$ cat config.mk
export PLATFORM = sky130hd
export DESIGN_NAME = store_buf
export DESIGN_NICKNAME = d
export VERILOG_FILES = /design/src/rtl/store_buf_pkg.sv /design/src/rtl/store_buf_st_fifo.sv /design/src/rtl/store_buf.sv
export SDC_FILE = /design/constraint.sdc
export NUM_CORES = 1
export LEC_CHECK = 0
export ABC_AREA = 1
export CAP_MARGIN = 20
export CORE_ASPECT_RATIO = 2
export CORE_MARGIN = 2
export CORE_UTILIZATION = 44
export DETAILED_ROUTE_END_ITERATION = 10
export GPL_ROUTABILITY_DRIVEN = 0
export GPL_TIMING_DRIVEN = 0
export PLACE_DENSITY = 0.71
export SYNTH_ARGS = -nofsm -noshare
export SYNTH_HDL_FRONTEND = slang
export SYNTH_SLANG_ARGS = --single-unit
$ cat constraint.sdc
create_clock -name clk -period 4 [get_ports clk]
set_input_delay 0.8 -clock clk [delete_from_list [all_inputs] [get_ports clk]]
set_output_delay 0.8 -clock clk [all_outputs]
set_load 0.02 [all_outputs]
$ cat src/rtl/store_buf_pkg.sv
// Shared MIPS MEM-stage definitions: opcode constants, store lane encoding,
// and the write-buffer entry layout used by store_buf and st_fifo.
package store_buf_pkg;

  localparam logic [5:0] OP_LB  = 6'b100000;
  localparam logic [5:0] OP_LH  = 6'b100001;
  localparam logic [5:0] OP_LW  = 6'b100011;
  localparam logic [5:0] OP_LBU = 6'b100100;
  localparam logic [5:0] OP_LHU = 6'b100101;
  localparam logic [5:0] OP_SB  = 6'b101000;
  localparam logic [5:0] OP_SH  = 6'b101001;
  localparam logic [5:0] OP_SW  = 6'b101011;

  typedef enum logic {
    DR_IDLE = 1'b0,
    DR_REQ  = 1'b1
  } drain_state_e;

  typedef struct packed {
    logic [3:0]  be;
    logic [31:0] data;
  } lane_t;

  typedef struct packed {
    logic [29:0] waddr;
    logic [3:0]  be;
    logic [31:0] data;
  } st_entry_t;

  function automatic logic is_store_op(input logic [5:0] op);
    return (op == OP_SW) || (op == OP_SH) || (op == OP_SB);
  endfunction

  function automatic logic is_load_op(input logic [5:0] op);
    return (op == OP_LW) || (op == OP_LH) || (op == OP_LHU) ||
           (op == OP_LB) || (op == OP_LBU);
  endfunction

  // Byte enables and lane-replicated data; non-stores encode as no-write.
  function automatic lane_t lane_encode(input logic [5:0]  op,
                                        input logic [1:0]  lo,
                                        input logic [31:0] wdata);
    lane_t l;
    case (op)
      OP_SW: begin
        l.be   = 4'b1111;
        l.data = wdata;
      end
      OP_SH: begin
        l.be   = lo[1] ? 4'b1100 : 4'b0011;
        l.data = {2{wdata[15:0]}};
      end
      OP_SB: begin
        l.be   = 4'b0001 << lo;
        l.data = {4{wdata[7:0]}};
      end
      default: begin
        l.be   = 4'b0000;
        l.data = 32'h0000_0000;
      end
    endcase
    return l;
  endfunction

endpackage

$ cat src/rtl/store_buf_st_fifo.sv
// DEPTH-entry store FIFO with occupancy count, per-entry valid bits and a
// word-address match port used for load-after-store hazard detection.
module st_fifo
  import store_buf_pkg::*;
#(
  parameter int DEPTH = 2,
  parameter int PW    = $clog2(DEPTH),
  parameter int CW    = PW + 1
) (
  input  logic        clk,
  input  logic        rst_n,
  input  logic        push_i,
  input  st_entry_t   push_entry_i,
  input  logic        pop_i,
  input  logic [29:0] match_waddr_i,
  output st_entry_t   head_o,
  output logic [CW-1:0] count_o,
  output logic        match_o
);

  st_entry_t         mem_q [DEPTH];
  st_entry_t         mem_d [DEPTH];
  logic [DEPTH-1:0]  valid_q, valid_d;
  logic [PW-1:0]     wr_ptr_q, wr_ptr_d;
  logic [PW-1:0]     rd_ptr_q, rd_ptr_d;
  logic [CW-1:0]     count_q, count_d;
  logic              do_push, do_pop;

  // Next-state for storage, pointers and count; pointers wrap naturally.
  always_comb begin
    mem_d    = mem_q;
    valid_d  = valid_q;
    wr_ptr_d = wr_ptr_q;
    rd_ptr_d = rd_ptr_q;
    do_pop   = pop_i && (count_q != CW'(0));
    do_push  = push_i && (count_q != CW'(DEPTH));
    if (do_pop) begin
      valid_d[rd_ptr_q] = 1'b0;
      rd_ptr_d          = rd_ptr_q + PW'(1);
    end else begin
      rd_ptr_d = rd_ptr_q;
    end
    if (do_push) begin
      mem_d[wr_ptr_q]   = push_entry_i;
      valid_d[wr_ptr_q] = 1'b1;
      wr_ptr_d          = wr_ptr_q + PW'(1);
    end else begin
      wr_ptr_d = wr_ptr_q;
    end
    count_d = count_q + CW'(do_push) - CW'(do_pop);
  end

  // Storage and pointer registers.
  always_ff @(posedge clk or negedge rst_n) begin
    if (!rst_n) begin
      for (int i = 0; i < DEPTH; i++) begin
        mem_q[i] <= '0;
      end
      valid_q  <= '0;
      wr_ptr_q <= '0;
      rd_ptr_q <= '0;
      count_q  <= '0;
    end else begin
      for (int i = 0; i < DEPTH; i++) begin
        mem_q[i] <= mem_d[i];
      end
      valid_q  <= valid_d;
      wr_ptr_q <= wr_ptr_d;
      rd_ptr_q <= rd_ptr_d;
      count_q  <= count_d;
    end
  end

  // Any valid entry holding the probed word address.
  always_comb begin
    match_o = 1'b0;
    for (int i = 0; i < DEPTH; i++) begin
      match_o = match_o | (valid_q[i] && (mem_q[i].waddr == match_waddr_i));
    end
  end

  assign head_o  = mem_q[rd_ptr_q];
  assign count_o = count_q;

endmodule

$ cat src/rtl/store_buf.sv
// MEM-stage store path: decodes sw/sh/sb, checks alignment, queues stores in
// a small write buffer and drains it to data memory over a req/ack handshake.
module store_buf
  import store_buf_pkg::*;
#(
  parameter int DEPTH = 2
) (
  input  logic        clk,
  input  logic        rst_n,
  input  logic [31:0] InstrM,
  input  logic [31:0] AddrM,
  input  logic [31:0] WDataM,
  input  logic        MemAdv,
  output logic        StallSt,
  output logic        AdES,
  output logic        DmReq,
  output logic [29:0] DmAddr,
  output logic [3:0]  DmBE,
  output logic [31:0] DmWData,
  input  logic        DmAck,
  output logic        Empty
);

  localparam int CW = $clog2(DEPTH) + 1;

  logic [5:0]    op;
  logic [1:0]    lo;
  logic          is_store, is_load, aligned_st;
  logic          full, match, enq, pop;
  logic [CW-1:0] count_q, count_nxt;
  lane_t         lane;
  st_entry_t     push_entry, head;
  drain_state_e  state_q, state_d;
  logic          instr_unused;

  assign op           = InstrM[31:26];
  assign lo           = AddrM[1:0];
  assign instr_unused = ^InstrM[25:0];
  assign is_store     = is_store_op(op);
  assign is_load      = is_load_op(op);
  assign lane         = lane_encode(op, lo, WDataM);

  assign AdES = ((op == OP_SW) && (lo != 2'b00)) ||
                ((op == OP_SH) && lo[0]);
  assign aligned_st = is_store && !AdES;

  // Both stall terms look only at registered state, never at DmAck.
  assign full    = (count_q == CW'(DEPTH));
  assign StallSt = (aligned_st && full) || (is_load && match);
  assign enq     = aligned_st && MemAdv && !StallSt;
  assign pop     = (state_q == DR_REQ) && DmAck;

  assign push_entry = '{waddr: AddrM[31:2], be: lane.be, data: lane.data};

  st_fifo #(
    .DEPTH (DEPTH)
  ) u_fifo (
    .clk           (clk),
    .rst_n         (rst_n),
    .push_i        (enq),
    .push_entry_i  (push_entry),
    .pop_i         (pop),
    .match_waddr_i (AddrM[31:2]),
    .head_o        (head),
    .count_o       (count_q),
    .match_o       (match)
  );

  assign count_nxt = count_q + CW'(enq) - CW'(pop);

  // Drain FSM next state: request whenever the buffer will hold an entry,
  // which gives one-cycle enqueue-to-request latency from empty.
  always_comb begin
    state_d = state_q;
    case (state_q)
      DR_IDLE: begin
        if (count_nxt != CW'(0)) begin
          state_d = DR_REQ;
        end else begin
          state_d = DR_IDLE;
        end
      end
      DR_REQ: begin
        if (count_nxt == CW'(0)) begin
          state_d = DR_IDLE;
        end else begin
          state_d = DR_REQ;
        end
      end
      default: state_d = DR_IDLE;
    endcase
  end

  // Drain FSM state register.
  always_ff @(posedge clk or negedge rst_n) begin
    if (!rst_n) begin
      state_q <= DR_IDLE;
    end else begin
      state_q <= state_d;
    end
  end

  assign DmReq   = (state_q == DR_REQ);
  assign DmAddr  = head.waddr;
  assign DmBE    = head.be;
  assign DmWData = head.data;
  assign Empty   = (count_q == CW'(0));

endmodule

Word-level counts from Yosys, hierarchy flattened
Cells that the tools add are included.

storage, ports and cells
  flip-flop bits (word level) = 139
  input port bits = 100
  output and inout port bits = 70
  logic and storage cells = 91

operators by class
  $add $sub $neg = 6
  magnitude comparators = 7
  equality and inequality tests = 12
  shift-type cells = 1
  mux-type cells = 17
  bitwise operators = 7
  reduce and logical (&&, ||, !) cells = 30

operators with widths
  cell                                                                          number
  66-bit 2-to-1 mux                                                             4
  132-bit bitwise mux                                                           1
  36-bit case mux with 3 select lines                                           1
  66-bit demux with 1-bit select                                                1
  30-bit == test                                                                2
  6-bit == test, second input constant                                          8
  1-bit logical AND                                                             15
  1-bit logical OR                                                              8
  2-bit nonzero test                                                            3
  2-bit by 1-bit adder with 2-bit output                                        2
  2-bit greater-or-equal comparator, second input constant                      2
  2-bit zero test                                                               2
  1-bit by 2-bit less-than comparator with 1-bit output, second input constant  2
  1-bit 2-to-1 mux                                                              4
  2-bit 2-to-1 mux                                                              2
  4-bit 2-to-1 mux                                                              1
  1-bit inverter with 2-bit output                                              2
  1-bit by 2-bit << shifter with 4-bit output, first input constant             1
  2-bit by 1-bit subtractor with 2-bit output                                   2
  1-bit adder, second input constant                                            2
  2-bit bitwise AND                                                             1
  1-bit demux with 1-bit select                                                 2
  2-bit == test, second input constant                                          1
  1-bit greater-or-equal comparator, second input constant                      2
  8 further kinds                                                               9

Longest topological paths before layout
  word-level depth = 14
  gate-level depth with buffers = 17
  mapped depth without buffers = 16

Cells and area by module
Synthesis repeated with hierarchy kept, for this count alone.

unflattened totals
  cell total of the unflattened synthesis = 1152
  area total of the unflattened synthesis = 7902.6 µm²

modules (own cells, without submodules)
  module     times used  cells each  area an instance (µm²)  sequential area each (µm²)
  st_fifo    1           1006        7140.6                  3453.3
  store_buf  1           146         762.0                   25.0

Worst setup path after synthesis
OpenSTA, ideal clock, no wires.

  path type = input to output
  start = in InstrM[30]
  end = out StallSt
  arrival time = 2318 ps
  required time = 3200 ps
  path slack = 882 ps
  cell stages on the path = 11
  path buffers = 2
  cells stage by stage = nor2_2 nand2_1 nor3_1 nor2_1 nand2_2 nand3_4 nor2_1 a21oi_4 buf_4 buf_4 inv_1

between the ends
  cells in the longest elaborated chain, start to end = 7
  elaborated cells on any way between the ends = 22
  those cells by class = eq/ne (8); reduce/logical (14)

RTL lines
  element                                                       RTL line                              RTL
  from (decl)                                                   store_buf.sv:10                       input logic [31:0] InstrM,
  6-bit == test (on tied branches)                              n/a
  1-bit logical AND (tied with other cells)                     store_buf.sv:43                       assign AdES = ((op == OP_SW) && (lo != 2'b00)) ||
  1-bit logical OR (on tied branches)                           store_buf.sv:43, store_buf_pkg.sv:35
  1-bit zero test / 1-bit logical OR (equally long branches)    store_buf.sv:45, store_buf_pkg.sv:35
  1-bit logical AND / 1-bit logical OR (equally long branches)  store_buf.sv:45, store_buf_pkg.sv:36
  1-bit logical AND                                             store_buf.sv:49                       assign StallSt = (aligned_st && full) || (is_load && match);
  1-bit logical OR (*)                                          store_buf.sv:49
  to (decl)                                                     store_buf.sv:14                       output logic StallSt,

Mark *: on every way between the ends. The rest lies on a longest branch, timed or not.

Worst setup path after layout
  start = in InstrM[31]
  end = out StallSt

Same word-level chain as after synthesis.

==> run summary <==
Post-Synthesis Cells - 1212
final max-slew violation count - 0
warnings from Yosys - 0
top library cells by usage in the layout, fill and taps aside - nand2_1 (613), clkdlybuf4s50_1 (141), dfrtp_1 (139), nand4_1 (138), inv_1 (110)
syn nets - 1316
pin count of the biggest net entering global routing - 98
Period Utilization, post-route - 94.36%
uppermost signal routing layer after detailed routing - met4
FF-to-FF End - DmReq
syn_area_per_cell - 6.818 µm²
final wirelength - 28140 µm
result of the run - complete, no violations
mapped cell area - 8263 µm²
cts hold-fix bufs - 0
Finished Cell Area - 10720 µm²
share of final-layout standard cells stronger than drive strength 1 - 6.183%
Die Height - 197.8 µm
crit end category - primary output
number of clock sinks seen by CTS - 139
critical setup path kind - in2out
Worst EP arrival - 2.97 ns
DRC Markers - 0
area used by multi-input combinational logic - 4028 µm²
smallest hold slack - 0.2916 ns
Syn-to-layout area delta - 29.69%
via count of the first global-routing pass - 8786
number of inserted diodes - 0
launch point of the worst reg-to-reg path - u_fifo.mem_q[65]
number of port buffers - 143
clock tree buffer depth - 2
remaining global-route overflow - 0
CP Data Required Time - 3.20 ns
total global routing track utilization - 29.01%
Unique masters post-synth - 30
layout net count - 1482
H-tree Lvls - 4
setup repair after global routing missed its margin - false
most common cell after layout, fill and taps aside - nand2_1
Max Cap Viol - 0
headroom to the max-slew limit - 52.78%
CTS tree - built
number of endpoints with negative hold slack in the final report - 0
clock latency on the worst-skew pair - 0.44 ns
Vias - 8683
Pleak - 5.646 nW
Setup violations, final - 0
area of the die - 19960 µm²
slew of the pin with the lowest slew margin - 0.7083 ns
IO Pins - 170
Yosys reg bits - 139
sum of met3 wire segment lengths after detailed routing - 1404 µm
Post-Route Skew - 0.01098 ns
final period demand of the worst path - 3.774 ns
sequential-to-total area share from yosys stat - 42.10%
Routed wire per std cell - 17.51 µm
antenna violations before repair - 0
1st-pass router iterations - 5
CTS Root Cell - clkbuf_16
r2r setup slk - 1.61 ns
number of cells on the worst reg-to-reg path - 14
worst hold path class - in2async
Final Util - 58.27%
Seq. cell area - 3478 µm²
ANT nets after route - 0
Die X - 100.9 µm
mean number of vias per cell - 5.403
core outline area - 18390 µm²
fill cell instance count of the final layout - 1746
met2 WL post-DR - 14900 µm
Routed met1 length - 9844 µm
global-route wire length before repair - 44310 µm
worst supply voltage drop on vdd - 0.3097 mV
achievable frequency - 0.2649 GHz
maximum fanout along the worst path - 10
CP Launch Type - input port
clock transition time at the flip-flop clock pins of the worst setup and hold paths - 0.06 ns
clock buffer count from CTS - 17
instance area at placement - 9993 µm²
PD cells - 505.2 nW/µm²
iteration-0 DRC count of the detailed router - 696
initial core utilization - 44.93%
Final TNS setup - 0 ns
Row Count - 70
detailed-placement wirelength estimate - 21090 µm
sequential cells by signal, indices dropped and copies added, names as in the netlist:
| name | cells |
|---|---|
| DmReq | 1 |
| u_fifo.mem_q | 132 |
| u_fifo.rd_ptr_q | 1 |
| u_fifo.valid_q | 2 |
| u_fifo.count_o | 2 |
| u_fifo.wr_ptr_q | 1 |
synth_stat cells:
library cell | n | area share [%]
a211oi_1 | 1 | 0.091
a21boi_0 | 2 | 0.18
a21oi_1 | 2 | 0.12
a21oi_4 | 1 | 0.20
buf_1 | 10 | 0.45
buf_2 | 15 | 0.91
buf_4 | 7 | 0.64
buf_6 | 5 | 0.68
clkbuf_1 | 37 | 1.7
dfrtp_1 | 139 | 42
ha_1 | 4 | 0.61
inv_1 | 110 | 5.0
inv_2 | 5 | 0.23
nand2_1 | 614 | 28
nand2_2 | 1 | 0.076
nand3_1 | 3 | 0.18
nand3_4 | 1 | 0.21
nand4_1 | 138 | 10
nand4_2 | 2 | 0.30
nor2_1 | 35 | 1.6
nor2_2 | 1 | 0.076
nor2_8 | 1 | 0.24
nor3_1 | 3 | 0.18
nor3_4 | 1 | 0.20
o21ai_0 | 43 | 2.6
o22ai_1 | 2 | 0.15
o31ai_1 | 1 | 0.091
or2_2 | 3 | 0.23
xnor2_1 | 23 | 2.4
xor2_1 | 2 | 0.21
metrics by stage:
step | std cells | total power [W] | worst slack [ns]
after global placement | 1571 | 0.003593 | -3.664
after detailed placement | 1572 | 0.003624 | -0.6095
after global routing | 1607 | 0.005665 | 0.1217
final | 1607 | 0.005414 | 0.2256
after CTS | 1607 | 0.005410 | 0.01702
after floorplan | 1212 | 0.002801 | 0.8818
kinds of logic (layout without fill, tap and decap cells):
family / count (synthesis) / after routing / share of synthesized area [%]
and+or+nand+nor: 803 / 803 / 41.63
buffers and inverters: 189 / 368 / 9.585
DFF: 139 / 139 / 42.10
AOI/OAI and AO/OA: 52 / 52 / 3.437
xor gates and xnor gates: 25 / 25 / 2.650
adders and majority gates: 4 / 4 / 0.6057
worst max path at each step:
stage,start,to,slack [ns],cells after the start
finish,InstrM[31],StallSt,0.23,14
global route,InstrM[31],StallSt,0.12,14
CTS,InstrM[31],StallSt,0.02,14
detailed placement,InstrM[31],StallSt,-0.61,14
global placement,rst_n,u_fifo.mem_q[56],-3.66,1
floorplan,InstrM[30],StallSt,0.88,11
critical path, stage by stage:
cell and delay, ns:
clkdlybuf4s50_1 0.49, inv_2 0.04, nor2_2 0.11, nand2_2 0.14
nor3_4 0.26, nor2_4 0.10, nand2_2 0.12, nand3_4 0.11
nor2_2 0.16, a21oi_4 0.05, buf_6 0.17, buf_4 0.17
inv_1 0.08, clkbuf_2 0.17
report_power, final:
part / switching [W] / total (W) / internal, W
logic: 0.00120 / 0.00186 / 0.000659
clock network: 0.000643 / 0.00179 / 0.00114
registers: 0.000161 / 0.00176 / 0.00160
total: 0.00201 / 0.00541 / 0.00340
timing repair:
| item | 4_1_cts | 5_1_grt |
|---|---|---|
| pin swaps | 2 | 1 |
| endpoints found under the setup margin | 1 | 1 |
| resized for setup | 8 | 6 |
| setup buffers | 3 | 0 |
routing by layer:
layer	up-vias	global-route usage, %
met2	367	52.77
li1	4170	-
met5	-	0
met1	4029	29.54
met4	0	19.77
met3	117	4.624
layout make-up:
class	count	area share [%]
Multi-Input combinational cell	884	37.58
Sequential cell	139	32.46
Timing Repair Buffer	147	13.79
Clock buffer	19	4.227
Inverter	115	4.028
Buffer	74	3.398
Tap cell	216	2.522
Clock inverter	13	1.997
No activity file was read; power rests on OpenSTA's default activity.
